===== config.mk =====
export PLATFORM = sky130hd
export DESIGN_NAME = alu_arbiter_flat
export DESIGN_NICKNAME = d
export VERILOG_FILES = /design/src/rtl/alu_arbiter_if.sv /design/src/rtl/alu_arbiter.sv /design/src/flat_wrapper.sv
export SDC_FILE = /design/constraint.sdc
export NUM_CORES = 1
export LEC_CHECK = 0
export CAP_MARGIN = 20
export CORE_ASPECT_RATIO = 1.25
export CORE_MARGIN = 2
export CORE_UTILIZATION = 38
export CTS_CLUSTER_SIZE = 24
export DETAILED_ROUTE_END_ITERATION = 8
export HOLD_SLACK_MARGIN = 0.06
export PLACE_DENSITY_LB_ADDON = 0.15
export SYNTH_ARGS = -nofsm -noshare
export SYNTH_HDL_FRONTEND = slang
export SYNTH_SLANG_ARGS = --single-unit
export TNS_END_PERCENT = 10

===== constraint.sdc =====
create_clock -name clk -period 1.6 [get_ports clk]
set_input_delay 0.24 -clock clk [delete_from_list [all_inputs] [get_ports clk]]
set_output_delay 0.24 -clock clk [all_outputs]
set_load 0.01 [all_outputs]

===== src/rtl/alu_arbiter_if.sv =====
// alu_arbiter_if: request, response and ALU operand/result bundle for alu_arbiter
interface alu_arbiter_if #(parameter int WIDTH = 32, parameter int SHW = 5);
  logic req0_valid, req0_ready, req1_valid, req1_ready;
  logic [WIDTH-1:0] req0_a, req0_b, req1_a, req1_b;
  logic [SHW-1:0] req0_shift, req1_shift;
  logic [3:0] req0_cntrl, req1_cntrl;
  logic resp0_valid, resp0_ready, resp1_valid, resp1_ready;
  logic [WIDTH-1:0] resp_result;
  logic [2:0] resp_flag;
  logic [WIDTH-1:0] alu_a, alu_b, alu_result;
  logic [SHW-1:0] alu_shift;
  logic [3:0] alu_cntrl;
  logic [2:0] alu_flag;
  modport master (
    output req0_valid, req0_a, req0_b, req0_shift, req0_cntrl,
    output req1_valid, req1_a, req1_b, req1_shift, req1_cntrl,
    input req0_ready, req1_ready,
    input resp0_valid, resp1_valid, resp_result, resp_flag,
    output resp0_ready, resp1_ready,
    input alu_a, alu_b, alu_shift, alu_cntrl,
    output alu_result, alu_flag
  );
  modport slave (
    input req0_valid, req0_a, req0_b, req0_shift, req0_cntrl,
    input req1_valid, req1_a, req1_b, req1_shift, req1_cntrl,
    output req0_ready, req1_ready,
    output resp0_valid, resp1_valid, resp_result, resp_flag,
    input resp0_ready, resp1_ready,
    output alu_a, alu_b, alu_shift, alu_cntrl,
    input alu_result, alu_flag
  );
endinterface


===== src/rtl/alu_arbiter.sv =====
// alu_arbiter: round-robin sharing of one combinational ALU between two requesters
module alu_arbiter #(
  parameter int WIDTH = 32,
  parameter int SHW = 5
) (
  input logic clk,
  input logic rst,
  alu_arbiter_if.slave bus
);
  typedef enum logic [1:0] {IDLE, EXEC, RESP} state_t;
  state_t state, state_nx;
  logic prio, owner, grant, take, done;
  logic [WIDTH-1:0] a_sel, b_sel;
  logic [SHW-1:0] shift_sel;
  logic [3:0] cntrl_sel;
  always_comb begin
    grant = bus.req0_valid && bus.req1_valid ? prio : bus.req1_valid;
    take = state == IDLE && (bus.req0_valid || bus.req1_valid);
    done = state == RESP && (owner ? bus.resp1_ready : bus.resp0_ready);
    state_nx = state == IDLE ? (take ? EXEC : IDLE) : state == EXEC ? RESP : (done ? IDLE : RESP);
    a_sel = grant ? bus.req1_a : bus.req0_a;
    b_sel = grant ? bus.req1_b : bus.req0_b;
    shift_sel = grant ? bus.req1_shift : bus.req0_shift;
    cntrl_sel = grant ? bus.req1_cntrl : bus.req0_cntrl;
    bus.req0_ready = take && !grant && bus.req0_valid;
    bus.req1_ready = take && grant && bus.req1_valid;
    bus.resp0_valid = state == RESP && !owner;
    bus.resp1_valid = state == RESP && owner;
  end
  always_ff @(posedge clk) begin
    if (rst) begin
      state <= IDLE;
      prio <= 1'b0;
      owner <= 1'b0;
      bus.alu_a <= '0;
      bus.alu_b <= '0;
      bus.alu_shift <= '0;
      bus.alu_cntrl <= '0;
      bus.resp_result <= '0;
      bus.resp_flag <= '0;
    end else begin
      state <= state_nx;
      if (take) begin
        owner <= grant;
        bus.alu_a <= a_sel;
        bus.alu_b <= b_sel;
        bus.alu_shift <= shift_sel;
        bus.alu_cntrl <= cntrl_sel;
      end
      if (state == EXEC) begin
        bus.resp_result <= bus.alu_result;
        bus.resp_flag <= bus.alu_flag;
      end
      if (done) prio <= ~owner;
    end
  end
endmodule


===== src/flat_wrapper.sv =====
// flat-port wrapper written by rule: the top's interface ports become plain ports
module alu_arbiter_flat 
#(
  parameter int WIDTH = 32,
  parameter int SHW = 5
)
  (clk, rst, bus_req0_valid, bus_req0_a, bus_req0_b, bus_req0_shift, bus_req0_cntrl, bus_req1_valid, bus_req1_a, bus_req1_b, bus_req1_shift, bus_req1_cntrl, bus_req0_ready, bus_req1_ready, bus_resp0_valid, bus_resp1_valid, bus_resp_result, bus_resp_flag, bus_resp0_ready, bus_resp1_ready, bus_alu_a, bus_alu_b, bus_alu_shift, bus_alu_cntrl, bus_alu_result, bus_alu_flag);
  alu_arbiter_if #(.WIDTH(WIDTH), .SHW(SHW)) bus_i ();
  input logic clk;
  input logic rst;
  input wire logic [$bits(bus_i.req0_valid)-1:0] bus_req0_valid;
  input wire logic [$bits(bus_i.req0_a)-1:0] bus_req0_a;
  input wire logic [$bits(bus_i.req0_b)-1:0] bus_req0_b;
  input wire logic [$bits(bus_i.req0_shift)-1:0] bus_req0_shift;
  input wire logic [$bits(bus_i.req0_cntrl)-1:0] bus_req0_cntrl;
  input wire logic [$bits(bus_i.req1_valid)-1:0] bus_req1_valid;
  input wire logic [$bits(bus_i.req1_a)-1:0] bus_req1_a;
  input wire logic [$bits(bus_i.req1_b)-1:0] bus_req1_b;
  input wire logic [$bits(bus_i.req1_shift)-1:0] bus_req1_shift;
  input wire logic [$bits(bus_i.req1_cntrl)-1:0] bus_req1_cntrl;
  output wire logic [$bits(bus_i.req0_ready)-1:0] bus_req0_ready;
  output wire logic [$bits(bus_i.req1_ready)-1:0] bus_req1_ready;
  output wire logic [$bits(bus_i.resp0_valid)-1:0] bus_resp0_valid;
  output wire logic [$bits(bus_i.resp1_valid)-1:0] bus_resp1_valid;
  output wire logic [$bits(bus_i.resp_result)-1:0] bus_resp_result;
  output wire logic [$bits(bus_i.resp_flag)-1:0] bus_resp_flag;
  input wire logic [$bits(bus_i.resp0_ready)-1:0] bus_resp0_ready;
  input wire logic [$bits(bus_i.resp1_ready)-1:0] bus_resp1_ready;
  output wire logic [$bits(bus_i.alu_a)-1:0] bus_alu_a;
  output wire logic [$bits(bus_i.alu_b)-1:0] bus_alu_b;
  output wire logic [$bits(bus_i.alu_shift)-1:0] bus_alu_shift;
  output wire logic [$bits(bus_i.alu_cntrl)-1:0] bus_alu_cntrl;
  input wire logic [$bits(bus_i.alu_result)-1:0] bus_alu_result;
  input wire logic [$bits(bus_i.alu_flag)-1:0] bus_alu_flag;
  assign bus_i.req0_valid = bus_req0_valid;
  assign bus_i.req0_a = bus_req0_a;
  assign bus_i.req0_b = bus_req0_b;
  assign bus_i.req0_shift = bus_req0_shift;
  assign bus_i.req0_cntrl = bus_req0_cntrl;
  assign bus_i.req1_valid = bus_req1_valid;
  assign bus_i.req1_a = bus_req1_a;
  assign bus_i.req1_b = bus_req1_b;
  assign bus_i.req1_shift = bus_req1_shift;
  assign bus_i.req1_cntrl = bus_req1_cntrl;
  assign bus_req0_ready = bus_i.req0_ready;
  assign bus_req1_ready = bus_i.req1_ready;
  assign bus_resp0_valid = bus_i.resp0_valid;
  assign bus_resp1_valid = bus_i.resp1_valid;
  assign bus_resp_result = bus_i.resp_result;
  assign bus_resp_flag = bus_i.resp_flag;
  assign bus_i.resp0_ready = bus_resp0_ready;
  assign bus_i.resp1_ready = bus_resp1_ready;
  assign bus_alu_a = bus_i.alu_a;
  assign bus_alu_b = bus_i.alu_b;
  assign bus_alu_shift = bus_i.alu_shift;
  assign bus_alu_cntrl = bus_i.alu_cntrl;
  assign bus_i.alu_result = bus_alu_result;
  assign bus_i.alu_flag = bus_alu_flag;
  alu_arbiter #(.WIDTH(WIDTH), .SHW(SHW)) u_core (.clk(clk), .rst(rst), .bus(bus_i));
endmodule

Yosys cells after proc, flatten, opt, wreduce, memory -nomap -nowiden
Index checks and enable logic that the tools add are counted.
{"block": "totals", "regBits": 112, "latchBits": 0, "mem_bits_rw": 0, "romBits": 0, "in_bits": 187, "output_inout_bits": 112, "wordCells": 35, "mem_count": 0}
{"block": "classes", "addsub": 0, "n_mul": 0, "div_mod_pow": 0, "order_cmp": 0, "n_eq_ne": 2, "shift": 0, "muxes": 10, "bitwise_logic": 1, "reduce_logical": 13}
{"operator": "$mux 32", "n": 2}
{"operator": "$logic_and 1x1->1", "n": 9}
{"operator": "$mux 2", "n": 3}
{"operator": "$mux 5", "n": 1}
{"operator": "$mux 4", "n": 1}
{"operator": "$mux 1", "n": 3}
{"operator": "$eq 2x1->1 const B", "n": 1}
{"operator": "$eq 2x2->1 const B", "n": 1}
{"operator": "$logic_not 1->1", "n": 2}
{"operator": "$logic_not 2->1", "n": 1}
{"operator": "$logic_or 1x1->1", "n": 1}
{"operator": "$not 1->1", "n": 1}

Depth between registers and ports, before layout
Gate-level depths: netlist (run 1).
{"block": "logic_depth", "word_depth": 5, "depth_mapped": 6, "mapped_depth_nobuf": 3}

Worst setup path before layout (run 1)
OpenSTA, ideal clock, no wires.
{"block": "synth_timing", "path_kind": "reg2out", "start": "register u_core.state[0]", "end": "output port bus_req0_ready", "t_arrival_ps": 1098, "required_time_ps": 1360, "slack_ps": 262, "stages_incl_launch_ff": 6, "path_buffers": 3, "cell_sequence": "dfxtp_1 buf_6 a211oi_2 buf_6 buf_6 and2_1"}
{"block": "synth_via", "elab_chain_cells": 4}
{"element": "from (decl)", "line_no": "alu_arbiter.sv:11", "rtl": "state_t state, state_nx;"}
{"element": "from (signal assigned)", "line_no": "alu_arbiter.sv:42", "rtl": "state <= state_nx;"}
{"element": "$logic_not 2->1", "line_no": "alu_arbiter.sv:18", "rtl": "take = state == IDLE && (bus.req0_valid || bus.req1_valid);"}
{"element": "$logic_and 1x1->1", "line_no": "alu_arbiter.sv:18"}
{"element": "$logic_and 1x1->1 (2 in a row)", "line_no": "alu_arbiter.sv:25", "rtl": "bus.req0_ready = take && !grant && bus.req0_valid;"}
{"element": "to (decl)", "line_no": "flat_wrapper.sv:21", "rtl": "output wire logic [$bits(bus_i.req0_ready)-1:0] bus_req0_ready;"}
No other way between the ends.

Final worst setup path (run 1)
{"block": "layout_timing", "start": "register u_core.prio", "end": "register u_core.bus.alu_b[13]"}
{"block": "layout_via", "elab_chain_cells": 2}
{"element": "from (decl)", "line_no": "alu_arbiter.sv:12", "rtl": "logic prio, owner, grant, take, done;"}
{"element": "from (signal assigned)", "line_no": "alu_arbiter.sv:54", "rtl": "if (done) prio <= ~owner;"}
{"element": "$mux 1", "line_no": "alu_arbiter.sv:17", "rtl": "grant = bus.req0_valid && bus.req1_valid ? prio : bus.req1_valid;"}
{"element": "$mux 32", "line_no": "alu_arbiter.sv:22", "rtl": "b_sel = grant ? bus.req1_b : bus.req0_b;"}
{"element": "to (signal assigned)", "line_no": "alu_arbiter.sv:46", "rtl": "bus.alu_b <= b_sel;"}
{"element": "to (decl)", "line_no": "alu_arbiter_if.sv:29", "rtl": "output alu_a, alu_b, alu_shift, alu_cntrl,"}
No other way between the ends.
A chain may end at the register's enable or synchronous reset.

==> results of run 1 <==
[report_power, final]
group / leakage (µW) / switching, µW / internal [µW]
Combinational: 0.00173 / 1040 / 1130
Clock: 0.000153 / 1090 / 1390
Sequential: 0.000920 / 132 / 3030
Total: 0.00280 / 2260 / 5550
[through the flow]
stage / total power [µW] / util / instance area (µm²) / setup slack, ns
final: 7820 / 0.652 / 8250 / 0.0726
after global routing: 8150 / 0.652 / 8250 / 0.00370
after CTS: 7850 / 0.651 / 8250 / -0.0223
after detailed placement: 5390 / 0.626 / 7930 / -0.0644
after global placement: 5340 / 0.626 / 7930 / -0.0224
after floorplan: 4230 / - / 4910 / 0.262
[cells by family after synthesis]
group,Yosys count,share of synthesized area
simple gates,231,0.239
mux,1,0.00204
flops,112,0.457
buf+inv,79,0.0907
compound gates,187,0.211
[final cells by class]
cell class / instances / area [µm²]
sequential: 112 / 2240
tap: 168 / 210
inverter: 1 / 3.75
clock inverter: 7 / 101
multi-input combinational: 419 / 2250
clock buffer: 9 / 225
antenna: 1 / 2.50
fill: 1071 / 4410
timing repair buffer: 318 / 3210
[synthesized netlist by cell type (all sizes together)]
cell	n
and2	1
nand2	71
a211oi	1
mux2i	1
nor2	3
buf	48
a21oi	38
a31oi	73
nand3b	1
and3b	2
o21bai	1
nand2b	2
o21ai	74
clkbuf	30
nor2b	1
inv	1
dfxtp	112
nand4	73
nand3	74
nor3	1
nor3b	1
or2	1
[worst max-delay path, cell delays in order (launching register included)]
cell and delay, ns:
dfxtp_1 0.36, a211oi_4 0.26, buf_8 0.24, buf_12 0.27
nand3_1 0.16, a31oi_1 0.17
[final timing paths]
check	cells past startpoint	to	slack, ns
hold / removal	2	u_core.bus.resp_result[6]	0.30
setup / recovery	5	u_core.bus.alu_b[13]	0.07
hold reg to reg	2	u_core.bus.resp_result[26]	0.46
setup reg to reg	5	u_core.bus.alu_b[13]	0.07
[per-layer routing]
layer / track usage / vias to the layer above / share of wire
li1: - / 2765 / -
met1: 0.298 / 2706 / 0.38
met2: 0.443 / 320 / 0.50
met3: 0.0689 / 48 / 0.083
met4: 0.141 / 0 / 0.040
met5: 0 / - / 0
[registers in the layout, summed over array words and instances (netlist names)]
signal / cells
u_core.bus.alu_a: 32
u_core.bus.alu_b: 32
u_core.bus.resp_result: 32
u_core.bus.alu_shift: 5
u_core.bus.alu_cntrl: 4
u_core.bus.resp_flag: 3
u_core.state: 2
u_core.owner: 1
u_core.prio: 1
[layout by cell type (no fill, tap or decap), types with 9 or more instances in the layout]
master / Yosys / layout
a21oi_1: 38 / 38
a31oi_1: 73 / 73
buf_4: 1 / 11
clkbuf_16: 0 / 9
clkdlybuf4s50_1: 0 / 291
dfxtp_1: 112 / 110
nand2_1: 71 / 71
nand3_1: 74 / 73
nand4_1: 73 / 73
o21ai_1: 74 / 74
==> impl_summary.log, run 1 <==
[metrics] wire length of the first global-routing pass: 29.4 mm
[metrics] detailed-route vias per instance: roughly 5.6
[metrics] Worst setup EP type: flop
[metrics] cell at the root of the clock tree: clkbuf_16
[metrics] final worst path period share: 0.955
[metrics] number of global-route vias before repair: 5834
[metrics] maximum number of buffers from clock root to sink: 2
[metrics] maximum fanout along the worst path: 49
[metrics] share of the yosys chip area belonging to registers: 0.457
[metrics] class of the most critical setup path: reg2reg
[metrics] clock latency at the later pin of the worst-skew pair: 0.35 ns
[metrics] number of clock sinks: 112
[metrics] Total Routing Usage GR: 0.262
[metrics] number of buffers inserted during clock tree synthesis: 9
[metrics] Rows: 46
[metrics] TritonCTS clock tree: built
[metrics] mean instance size in the synthesized netlist: 8.05 µm²
[metrics] total leakage power: ~0.0028 µW
[metrics] Setup crit start kind: flop
[metrics] total iterations of the first detailed-routing run: 5
[metrics] Slew Limit Fails: 0
[metrics] Setup violations, final: 0
[metrics] upper clock frequency limit: ~650 MHz
[metrics] outcome: completed
[metrics] area of the die: 13900 µm²
[metrics] post-layout min period: 1.53 ns
[metrics] Final Hold Slack: 0.299 ns
[metrics] CORE AREA: 12700 µm²
[metrics] Clock Skews: 0.0106 ns
[metrics] warnings from Yosys: 0
[metrics] DRC violations left: 0
[metrics] PostCTS Resize Cnt: 12
[metrics] Setup TNS: 0 ns
[metrics] P per Cell Area: 947 nW/µm²
[metrics] number of hold-slack violations in the final timing report: 0
[metrics] estimated wirelength of the detail-placed design: 12.9 mm
[metrics] largest voltage drop on the vdd net: 0.536 mV
[metrics] signal arrival time at the worst endpoint: 1.80 ns
[metrics] final WL: 18.8 mm
[metrics] Die Ht: 131 µm
[metrics] Post-CTS Repair Setup Buffers: 0
[metrics] largest net degree at the start of global routing: 76
[metrics] post-route ant nets: 0
[metrics] number of buffers inserted by port buffering: 298
[metrics] Initial Util: 0.388
[metrics] netlist area before placement: 4910 µm²
[metrics] Max-slew headroom: 0.702
[metrics] Area growth syn-to-layout: 68.1%
[metrics] Top Ports: 299
[metrics] largest cells by area after synthesis: dfxtp_1 (46%), a31oi_1 (9.3%), nand4_1 (9.3%), nand3_1 (7.5%), o21ai_1 (7.5%)
[metrics] die outline width: roughly 110 µm
[metrics] count of placed standard cells including taps: 1018
[metrics] startpoint of the most critical register-to-register path: u_core.prio
[metrics] Netlist cell types: 26
[metrics] register bit total from synthesis: 112
[metrics] number of buffers added to fix hold violations after cts: 0
[metrics] H-tree levels: 3
[metrics] count of nets after finishing: 1048
[metrics] library cell occupying the most area in the post-synthesis netlist: dfxtp_1
[metrics] Avg WL per Cell: 18.2 µm
[metrics] Synth Net Count: 797
[metrics] final weighted congestion in routability-driven placement: 0.846
[metrics] worst hold-check path type: in2reg
[metrics] beginning of the worst hold path: rst
[metrics] Worst Max-Slew Pin Slew: 0.447 ns
[metrics] ratio of cells with drive above 1 in the final layout: 0.0600
[metrics] share of Yosys cell area claimed by the top area cell type: 0.457
[metrics] total congestion overflow: 0
[metrics] max_cap viols: 0
[metrics] setup repair after global routing missed its margin: false
[metrics] number of DRC markers in iteration 0: 369
[metrics] Final Non-Filler Cells: 1035
[metrics] via count: 5839
[metrics] instance count of the mapped netlist: 610
[metrics] clock edge transition at the registers on the reported setup and hold paths: about 0.08 ns
[metrics] required time reported for the critical path endpoint: 1.88 ns
[metrics] initial antenna violation count: 1
[metrics] worst setup path startpoint: u_core.prio
No activity file was read; power rests on OpenSTA's default activity.
==> inputs of run 2 (changes only) <==
--- a/config.mk
+++ b/config.mk
@@ -9,6 +9,7 @@
 export CORE_ASPECT_RATIO = 1.25
 export CORE_MARGIN = 2
 export CORE_UTILIZATION = 38
+export CTS_BUF_LIST = sky130_fd_sc_hd__clkbuf_2
 export CTS_CLUSTER_SIZE = 24
 export DETAILED_ROUTE_END_ITERATION = 8
 export HOLD_SLACK_MARGIN = 0.06
==> impl_summary.log, run 2 (same netlist as run 1, synthesis figures left out) <==
[metrics] outcome: complete, but fails checks (was completed)
[metrics] violated checks: setup timing
[metrics] Max-slew headroom: 0.628 (was 0.702)
[metrics] M2 GR Usage: 0.451 (was 0.443)
[metrics] largest voltage drop on the vdd net: 0.495 mV (was 0.536 mV)
[metrics] post-route ant nets: 0 (unchanged)
[metrics] Worst Max-Slew Pin Slew: 0.558 ns (was 0.447 ns)
[metrics] upper clock frequency limit: 571 MHz (was 655 MHz)
[metrics] total leakage power: 0.00315 µW (was 0.00280 µW)
[metrics] Setup WS post-layout: -0.151 ns (was 0.0726 ns)
[metrics] Slew Limit Fails: 0 (unchanged)
[metrics] endpoint of the worst register-to-register path: u_core.bus.alu_a[18] (was u_core.bus.alu_b[13])
[metrics] Setup crit start kind: flop (unchanged)
[metrics] cell at the root of the clock tree: clkbuf_2 (was clkbuf_16)
[metrics] Worst setup EP type: output port (was flop)
[metrics] total congestion overflow: 0 (unchanged)
[metrics] number of hold-slack violations in the final timing report: 0 (unchanged)
[metrics] Initial Util: 0.388 (unchanged)
[metrics] post-layout min period: 1.75 ns (was 1.53 ns)
[metrics] signal arrival time at the worst endpoint: 1.51 ns (was 1.80 ns)
[metrics] area of the die: 13900 µm² (unchanged)
[metrics] Setup violations, final: 4 (was 0)
[metrics] number of buffers inserted by port buffering: 298 (unchanged)
[metrics] leading cell type in the layout, fill and taps excluded: clkdlybuf4s50_1 (unchanged)
[metrics] setup repair after global routing missed its margin: true (was false)
[metrics] Final Hold Slack: 0.110 ns (was 0.299 ns)
[metrics] Area growth syn-to-layout: 71.7% (was 68.1%)
[metrics] total chip power: 7030 µW (was 7820 µW)
[metrics] startpoint of the most critical register-to-register path: u_core.state[0] (was u_core.prio)
[metrics] die outline width: 106 µm (unchanged)
[metrics] post-route cell area: 8430 µm² (was 8250 µm²)
[metrics] largest net degree at the start of global routing: 76 (unchanged)
[metrics] R2R Setup Slk: 0.07 ns (about the same)
[metrics] Worst Hold Depth: 3 (was 2)
[metrics] beginning of the worst hold path: bus_alu_result[14] (was rst)
[metrics] class of the most critical setup path: reg2out (was reg2reg)
[metrics] via count: 6026 (was 5839)
[metrics] Top Ports: 299 (unchanged)
[metrics] total iterations of the first detailed-routing run: 5 (unchanged)
[metrics] final WL: 20.0 mm (was 18.8 mm)
[metrics] detailed-route vias per instance: 5.64 (about the same)
[metrics] TritonCTS clock tree: built (unchanged)
[metrics] global-route track usage on met3: 0.0694 (was 0.0689)
[metrics] max_cap viols: 0 (unchanged)
[metrics] ratio of cells with drive above 1 in the final layout: 0.227 (was 0.0600)
[metrics] number of cells traversed by the worst register-to-register path: 7 (was 5)
[metrics] number of buffers inserted during clock tree synthesis: 9 (unchanged)
[metrics] clock edge transition at the registers on the reported setup and hold paths: 0.34 ns (was 0.08 ns)
[metrics] Min-Delay Endpoint: u_core.bus.resp_result[14] (was u_core.bus.resp_result[6])
[metrics] number of DRC markers in iteration 0: 319 (was 369)
[metrics] number of global-route vias before repair: 5872 (was 5834)
[metrics] maximum fanout along the worst path: 5 (was 49)
[metrics] count of placed standard cells including taps: 1018 (unchanged)
[metrics] number of fill cells: 1055 (was 1071)
[metrics] DRC violations left: 0 (unchanged)
[metrics] wire length of the first global-routing pass: 29.6 mm (was 29.4 mm)
[metrics] final worst path period share: 1.09 (was 0.955)
[metrics] final weighted congestion in routability-driven placement: 0.846 (unchanged)
[metrics] Clock Skews: 0.0449 ns (was 0.0106 ns)
[metrics] H-tree levels: 3 (unchanged)
[metrics] clock latency at the later pin of the worst-skew pair: 0.63 ns (was 0.35 ns)
[metrics] P per Cell Area: 834 nW/µm² (was 947 nW/µm²)
[metrics] worst hold-check path type: in2reg (unchanged)
[metrics] Total Routing Usage GR: 0.263 (was 0.262)
[metrics] Post-DP Area: 7930 µm² (unchanged)
[metrics] required time reported for the critical path endpoint: 1.36 ns (was 1.88 ns)
[metrics] Avg WL per Cell: 18.7 µm (was 18.2 µm)
[metrics] registers with the highest flip-flop counts: u_core.bus.alu_a (32), u_core.bus.alu_b (32), u_core.bus.resp_result (32) (unchanged)
[metrics] maximum number of buffers from clock root to sink: 2 (unchanged)
[metrics] initial antenna violation count: 1 (unchanged)
[metrics] count of nets after finishing: 1081 (was 1048)
[metrics] GR Util met1: 0.303 (was 0.298)
[metrics] Die Ht: 131 µm (unchanged)
[metrics] routing layer with the top usage in global route: met2 (unchanged)
[metrics] most frequent cells in the layout: clkdlybuf4s50_1 (183), dfxtp_2 (106), o21ai_1 (74) (was clkdlybuf4s50_1 (291), dfxtp_1 (110), o21ai_1 (74))
[metrics] estimated wirelength of the detail-placed design: 12.9 mm (unchanged)
[metrics] Final Non-Filler Cells: 1068 (was 1035)
[metrics] CORE AREA: 12700 µm² (unchanged)
[metrics] Final Util: 0.666 (was 0.652)
[metrics] Rows: 46 (unchanged)
[metrics] number of clock sinks: 112 (unchanged)
## run 2: cell count changes in the layout (fill, tap and decap cells not counted), moves of 3 or more
| cell | delta |
|---|---|
| buf_6 | +3 |
| dlygate4sd2_1 | +26 |
| clkdlybuf4s15_1 | +52 |
| buf_4 | +7 |
| clkdlybuf4s50_1 | -108 |
| dfxtp_4 | +3 |
| clkbuf_2 | +36 |
| clkbuf_16 | -6 |
| dfxtp_1 | -107 |
| dlygate4sd3_1 | +21 |
| dfxtp_2 | +104 |
## run 2: power by group
group,switching (µW),internal [µW]
registers,133,3090
logic,1120,1150
clock network,1010,534
## run 2: worst max path at each step
stage | from | endpoint | slack [ns]
2_1_floorplan | u_core.state[0] | bus_req0_ready | 0.26
5_1_grt | u_core.state[0] | bus_resp0_valid | -0.24
6_report | u_core.state[0] | bus_req1_ready | -0.15
3_5_place_dp | bus_req1_valid | u_core.bus.alu_b[13] | -0.06
3_3_place_gp | bus_req1_valid | u_core.bus.alu_a[0] | -0.02
4_1_cts | u_core.state[0] | bus_req1_ready | -0.21
## run 2: layer usage
| layer | vias up | share of wire |
|---|---|---|
| met4 | 0 | 0.038 |
| met2 | 327 | 0.50 |
| met5 | - | 0 |
| met1 | 2813 | 0.38 |
| met3 | 55 | 0.083 |
| li1 | 2831 | - |
## run 2: stage by stage
| step | setup TNS, ns | setup slack, ns |
|---|---|---|
| 2_1_floorplan | 0 | 0.262 |
| 3_3_place_gp | -0.0420 | -0.0224 |
| 3_5_place_dp | -0.307 | -0.0644 |
| 4_1_cts | -0.727 | -0.207 |
| 5_1_grt | -0.910 | -0.237 |
| 6_report | -0.503 | -0.151 |
## run 2: timing repair
action / in CTS / in global routing
endpoints found under the hold margin: 32 / 20
resized for setup: 242 / 121
setup endpoints to repair: 115 / 104
hold buffers: 2 / 19
gates cloned: 1 / 3
pin swaps: 5 / 5
setup buffers: 3 / 5
## run 2: critical path, stage by stage, from the launching register on
cell	delay, ns
dfxtp_4	0.43
buf_6	0.13
nor2_4	0.11
nand3_2	0.09
inv_2	0.06
buf_6	0.10
## run 2: cell type report
type	instances	area (µm²)	share of cell area
inverters	1	3.75	0.000445
well taps	168	210	0.0249
repair buffers	351	3420	0.406
clock inverters	7	101	0.0120
multi-input cells	419	2260	0.268
clock buffers	9	45.0	0.00534
flip-flops and latches	112	2390	0.283
diodes	1	2.50	0.000297
